<file path="config.mk">
export PLATFORM = sky130hd
export DESIGN_NAME = controlador_elevador
export DESIGN_NICKNAME = d
export VERILOG_FILES = /design/src/rtl/controlador_elevador_pkg.sv /design/src/rtl/controlador_elevador_comparador.sv /design/src/rtl/controlador_elevador.sv
export SDC_FILE = /design/constraint.sdc
export NUM_CORES = 1
export LEC_CHECK = 0
export ABC_AREA = 1
export CAP_MARGIN = 25
export CORE_UTILIZATION = 53
export CTS_CLUSTER_SIZE = 14
export DETAILED_ROUTE_END_ITERATION = 6
export PLACE_DENSITY_LB_ADDON = 0.3
export SYNTH_ARGS = -nofsm -noshare
export SYNTH_HDL_FRONTEND = slang
export SYNTH_SLANG_ARGS = --single-unit
</file>
<file path="constraint.sdc">
create_clock -name clk -period 2.6 [get_ports clk]
set_clock_uncertainty 0.2 [all_clocks]
set_input_delay 0.52 -clock clk [delete_from_list [all_inputs] [get_ports clk]]
set_output_delay 0.52 -clock clk [all_outputs]
set_load 0.005 [all_outputs]
</file>
<file path="src/rtl/controlador_elevador_pkg.sv">
// Shared definitions for the elevator controller.
//   estado_t  : 2-bit FSM state encoding (IDLE=0, MOVE_UP=1, MOVE_DOWN=2, DOOR=3)
//   FLOOR_MIN : lowest floor served
//   FLOOR_MAX : highest floor served
package controlador_elevador_pkg;

    typedef enum logic [1:0] {
        StIdle     = 2'd0,
        StMoveUp   = 2'd1,
        StMoveDown = 2'd2,
        StDoor     = 2'd3
    } estado_t;

    localparam logic [1:0] FLOOR_MIN = 2'd0;
    localparam logic [1:0] FLOOR_MAX = 2'd3;

endpackage

</file>
<file path="src/rtl/controlador_elevador_comparador.sv">
// 2-bit unsigned magnitude comparator.
//   x_i, y_i : operands
//   g_o      : x_i > y_i
//   l_o      : x_i < y_i
// Equality is the case where neither output is set.
module comparador (
    input  logic [1:0] x_i,
    input  logic [1:0] y_i,
    output logic       g_o,
    output logic       l_o
);

    assign g_o = (x_i > y_i);
    assign l_o = (x_i < y_i);

endmodule

</file>
<file path="src/rtl/controlador_elevador.sv">
// Four-floor elevator controller.
// Accepts one call at a time while idle, moves the car one floor per TRAVEL_CYCLES
// clocks, opens the door for DOOR_CYCLES clocks on arrival, then returns to idle.
//   clk        : clock, rising edge
//   rst_n      : synchronous active-low reset
//   req_valid  : floor call present
//   req_floor  : requested floor 0..3
//   emerg      : emergency freeze (only when EMERG_STOP_EN is defined)
//   req_ready  : call accepted this cycle when req_valid is high
//   floor      : current floor (registered)
//   motor_up   : car moving up (registered)
//   motor_down : car moving down (registered)
//   door_open  : door open (registered)
//   arrived    : one-cycle pulse on reaching the target
//   busy       : any state other than idle
// Optional feature macro: EMERG_STOP_EN adds the emerg input.
module controlador_elevador
    import controlador_elevador_pkg::*;
#(
    parameter int unsigned TRAVEL_CYCLES = 8,
    parameter int unsigned DOOR_CYCLES   = 16
) (
    input  logic       clk,
    input  logic       rst_n,
    input  logic       req_valid,
    input  logic [1:0] req_floor,
`ifdef EMERG_STOP_EN
    input  logic       emerg,
`endif
    output logic       req_ready,
    output logic [1:0] floor,
    output logic       motor_up,
    output logic       motor_down,
    output logic       door_open,
    output logic       arrived,
    output logic       busy
);

    localparam int unsigned TW = $clog2(TRAVEL_CYCLES);
    localparam int unsigned DW = (DOOR_CYCLES > 1) ? $clog2(DOOR_CYCLES) : 1;
    localparam logic [TW-1:0] TRAVEL_LAST = TW'(TRAVEL_CYCLES - 1);
    localparam logic [DW-1:0] DOOR_LAST   = DW'(DOOR_CYCLES - 1);

    estado_t       state_q, state_d;
    logic [1:0]    floor_q, floor_d;
    logic [1:0]    target_q, target_d;
    logic [TW-1:0] tcnt_q, tcnt_d;
    logic [DW-1:0] dcnt_q, dcnt_d;
    logic          motor_up_q, motor_up_d;
    logic          motor_down_q, motor_down_d;
    logic          door_open_q, door_open_d;
    logic          arrived_q, arrived_d;

    logic          emerg_act;
    logic [1:0]    floor_up, floor_dn;
    logic [1:0]    cmp_x, cmp_y;
    logic          cmp_g, cmp_l;

`ifdef EMERG_STOP_EN
    assign emerg_act = emerg;
`else
    assign emerg_act = 1'b0;
`endif

    // Saturating steps; the target range already keeps the car in bounds.
    assign floor_up = (floor_q == FLOOR_MAX) ? floor_q : floor_q + 2'd1;
    assign floor_dn = (floor_q == FLOOR_MIN) ? floor_q : floor_q - 2'd1;

    // In idle the comparator decides the direction of a new call; while moving it
    // compares the target against the floor the car is about to step to, so arrival
    // is recognised on the same edge as the final step.
    always_comb begin
        cmp_x = target_q;
        cmp_y = floor_q;
        unique case (state_q)
            StIdle: begin
                cmp_x = req_floor;
                cmp_y = floor_q;
            end
            StMoveUp:   cmp_y = floor_up;
            StMoveDown: cmp_y = floor_dn;
            default:    cmp_y = floor_q;
        endcase
    end

    comparador u_comparador (
        .x_i (cmp_x),
        .y_i (cmp_y),
        .g_o (cmp_g),
        .l_o (cmp_l)
    );

    always_comb begin
        state_d   = state_q;
        floor_d   = floor_q;
        target_d  = target_q;
        tcnt_d    = tcnt_q;
        dcnt_d    = dcnt_q;
        arrived_d = 1'b0;

        if (!emerg_act) begin
            unique case (state_q)
                StIdle: begin
                    if (req_valid) begin
                        target_d = req_floor;
                        tcnt_d   = '0;
                        dcnt_d   = '0;
                        if (cmp_g) begin
                            state_d = StMoveUp;
                        end else if (cmp_l) begin
                            state_d = StMoveDown;
                        end else begin
                            state_d   = StDoor;
                            arrived_d = 1'b1;
                        end
                    end
                end
                StMoveUp, StMoveDown: begin
                    if (tcnt_q == TRAVEL_LAST) begin
                        tcnt_d  = '0;
                        floor_d = (state_q == StMoveUp) ? floor_up : floor_dn;
                        if (!cmp_g && !cmp_l) begin
                            state_d   = StDoor;
                            dcnt_d    = '0;
                            arrived_d = 1'b1;
                        end
                    end else begin
                        tcnt_d = tcnt_q + 1'b1;
                    end
                end
                StDoor: begin
                    if (dcnt_q == DOOR_LAST) begin
                        dcnt_d  = '0;
                        state_d = StIdle;
                    end else begin
                        dcnt_d = dcnt_q + 1'b1;
                    end
                end
                default: state_d = StIdle;
            endcase
        end

        // Motors drop during a freeze; the door simply follows the held state.
        motor_up_d   = (state_d == StMoveUp) && !emerg_act;
        motor_down_d = (state_d == StMoveDown) && !emerg_act;
        door_open_d  = (state_d == StDoor);
    end

    always_ff @(posedge clk) begin
        if (!rst_n) begin
            state_q      <= StIdle;
            floor_q      <= FLOOR_MIN;
            target_q     <= FLOOR_MIN;
            tcnt_q       <= '0;
            dcnt_q       <= '0;
            motor_up_q   <= 1'b0;
            motor_down_q <= 1'b0;
            door_open_q  <= 1'b0;
            arrived_q    <= 1'b0;
        end else begin
            state_q      <= state_d;
            floor_q      <= floor_d;
            target_q     <= target_d;
            tcnt_q       <= tcnt_d;
            dcnt_q       <= dcnt_d;
            motor_up_q   <= motor_up_d;
            motor_down_q <= motor_down_d;
            door_open_q  <= door_open_d;
            arrived_q    <= arrived_d;
        end
    end

    assign req_ready  = (state_q == StIdle) && !emerg_act;
    assign busy       = (state_q != StIdle);
    assign floor      = floor_q;
    assign motor_up   = motor_up_q;
    assign motor_down = motor_down_q;
    assign door_open  = door_open_q;
    assign arrived    = arrived_q;

endmodule

</file>
==> reports/qor.yml <==
logic_synthesis:
  yosysWarnings: 0
  synth_top_area_share: 0.336
  synth-xor-area-share: 0
  yosysTopAreaCell: "dfxtp_1"
  synthArstFlopShare: 0
  ys.flop_type: "dfxtp_1"
  netlist_area_um2: 1010
  syn_avg_cell_area_um2: 7.14
  synthMuxAreaShare: 0.00988
  synth-compound-area-share: 0.140
  syn_inst: 142
  synth-simple-area-share: 0.296
  synthDistinctLibCells: 24
  synth_fa_ha_area_frac: 0.111
  synth_top_family_by_area: "simple AND/OR/NAND/NOR gates"
  synthTopCellsByArea: "dfxtp_1 34%, nand2_1 13%, ha_1 11%, inv_1 8.5%, a21oi_1 5.4%"
  ys_seq_area_frac: 0.336
  syn-num-nets: 156
  synth_edf_count: 0
  ys_ff_latch: 17
sta:
  fin_crit_sh: 0.929
  clock.fmax_mhz: 414
  finalHoldViolations: 0
  worstMarginPinSlew_ns: 0.294
  hold-worst-slack_ns: 0.275
  relSlewSlack: 0.802
  period_needed_ns: 2.42
  rsz0062_at_grt: "no"
  finalSetupTns_ns: 0
  finalWorstSetupSlack_ns: 0.184
  final_max_slew_viol_count: 0
  finalSetupViolations: 0
power:
  swShare: 0.385
  clockPowerShare: 0.182
  max-vdd-ir-drop_mv: 0.417
  comb_power_share: 0.423
  p_int_uw: 490
  power_switching_uw: 307
  power-per-cell-area_nw_per_um2: 655
  leakagePower_nw: 0.575
  seqPwrFrac: 0.395
grt:
  grt_use_total: 0.215
  antenna_found_initial: 0
  met2_usage: 0.337
  grt_max_degree: 11
  grt_overflow: 0
  grt_first_pass_wirelength_um: 3260
  grt_pass1_vias: 761
  use_met1: 0.295
  grt.busiest_layer: "met2"
  use_met3: 0.0278
route:
  via_count: 914
  ant_nets: 0
  drt_iter0_markers: 20
  vias_per_cell: 4.97
  dr.pass1.iters: 4
  drc: 0
  drt_wl_total_um: 2020
  wl_per_cell_um: 11.0
critical_path:
  critPathLaunchType: "register"
  cp-end-kind: "register"
  critPathTopFamily: "compound AO/OA/AOI/OAI gates"
  reg2reg_to: "dcnt_q[1]$_SDFFE_PN0P_"
  critPathSlowestCell: "dfxtp_2"
  r2r_slack_ns: 0.18
  crit_buf_inv: 4
  crit_type: "reg -> reg"
  worstRegToRegCells: 15
  arrival_ns: 2.41
  critical_path_peak_fanout: 7
  slowest_delay_ns: 0.35
  cp.required_ns: 2.59
  r2r-start: "state_q[1]$_SDFF_PN0_"
  crit_top_cell: "inv_1"
  path_cells: "inv_1 > ha_1 > inv_1 > a21oi_1 > nand2_1 > o21ai_0 > inv_1 > ha_1 > nand2_1 > inv_1 > nand2_2 > a21oi_4 > nand2_1 > o21ai_0 > nor2_1"
die:
  ioPinCount: 13
  die_w_um: 45.7
  dieArea_um2: 2090
  rows: 15
  die_y_um: 45.7
  core_area_um2: 1760
  start_util: 0.574
cts:
  clk_path_buf_depth: 2
  post_cts_buffers: 0
  insertion_delay_ns: 0.30
  holdBufCountCts: 0
  cts_buffers: 3
  clock-root-buffer: "clkbuf_4"
  clk_transition_reported_paths_ns: 0.10
  clock_sinks: 17
  htreeDepth: 1
  cts-resized-gates: 0
  cts_tree: "built"
placement:
  dp_slack_ns: 0.0963
  dpl.hpwl_um: 1500
  placed_area_um2: 1170
  port_buffers: 12
  dp_cells: 180
  gp_congestion: 0.828
layout:
  fin_area_um2: 1220
  area_growth_pct: 20.0
  fill_cells: 150
  layout_common_cells: "33 x nand2_1, 23 x inv_1, 15 x dfxtp_1"
  antenna_cells: 0
  drive_gt1_frac: 0.182
  layout.cells.non_filler: 184
  fin_nets: 174
  final_common_cell: "nand2_1"
status:
  status: "complete, no violations"
worst_hold_path:
  hold_path_end: "target_q[1]$_SDFFE_PN0P_"
  hp-class: "reg -> reg"
  hold_depth: 2
  hold_path_startpoint: "target_q[1]$_SDFFE_PN0P_"
job:
  maxCapViolCount: 0
## per-stage QoR
step	power, mW	utilization
floorplan	0.552	-
global placement	0.627	0.662
detailed placement	0.635	0.662
CTS	0.778	0.678
global route	0.855	0.689
finish	0.797	0.689
## cell type report
cell class | count | area (um^2) | area share
timing repair buffer | 14 | 135 | 0.111
tap | 25 | 31.3 | 0.0257
inverter | 26 | 97.6 | 0.0802
multi-input combinational | 98 | 579 | 0.476
clock buffer | 3 | 22.5 | 0.0185
sequential | 17 | 345 | 0.284
clock inverter | 1 | 5.00 | 0.00412
## synth_stat cells (3+ instances only)
master and number:
ha_1 9, nand2_1 34, inv_1 23, nand3_1 4, nor2_1 9, inv_2 3
a21oi_1 11, nand2_2 7, dfxtp_1 17, o21ai_0 8, nor2_2 4
## worst register-to-register path, stage by stage, from the launching register on
cell and delay (ns):
dfxtp_2 0.35, inv_1 0.13, ha_1 0.18, inv_1 0.05, a21oi_1 0.17, nand2_1 0.09, o21ai_0 0.08, inv_1 0.06
ha_1 0.29, nand2_1 0.07, inv_1 0.09, nand2_2 0.09, a21oi_4 0.25, nand2_1 0.08, o21ai_0 0.07, nor2_1 0.05
## how the worst max path moves through the flow
stage	start	cells after the start	slack, ns	to
global placement	state_q[0]$_SDFF_PN0_	14	0.20	dcnt_q[1]$_SDFFE_PN0P_
floorplan	state_q[0]$_SDFF_PN0_	15	0.23	dcnt_q[1]$_SDFFE_PN0P_
global route	state_q[1]$_SDFF_PN0_	15	0.02	dcnt_q[1]$_SDFFE_PN0P_
CTS	state_q[0]$_SDFF_PN0_	14	0.08	dcnt_q[1]$_SDFFE_PN0P_
finish	state_q[1]$_SDFF_PN0_	15	0.18	dcnt_q[1]$_SDFFE_PN0P_
detailed placement	state_q[0]$_SDFF_PN0_	14	0.1	dcnt_q[1]$_SDFFE_PN0P_
## power groups by stage
stage	Clock [mW]	Sequential [mW]	Combinational, mW
floorplan	0	0.316	0.236
detailed placement	0	0.320	0.316
CTS	0.147	0.314	0.318
global route	0.157	0.320	0.378
finish	0.145	0.315	0.337
global placement	0	0.318	0.309
## routing by layer
layer	up-vias	wire (um)
li1	479	-
met1	401	951
met2	27	928
met3	7	90
met4	0	46
met5	-	0
## state kept, by name, indices dropped and copies added, names as in the netlist
name,flops
state_q,2
target_q,2
arrived,1
motor_down,1
floor,2
door_open,1
dcnt_q,4
tcnt_q,3
motor_up,1
## cell families after synthesis
| kind of cell | after synthesis |
|---|---|
| and+or+nand+nor | 64 |
| buffers and inverters | 27 |
| AOI/OAI and AO/OA | 24 |
| DFF | 17 |
| adders and majority gates | 9 |
| muxes | 1 |
Note: power is estimated with default switching activity, not from simulation.
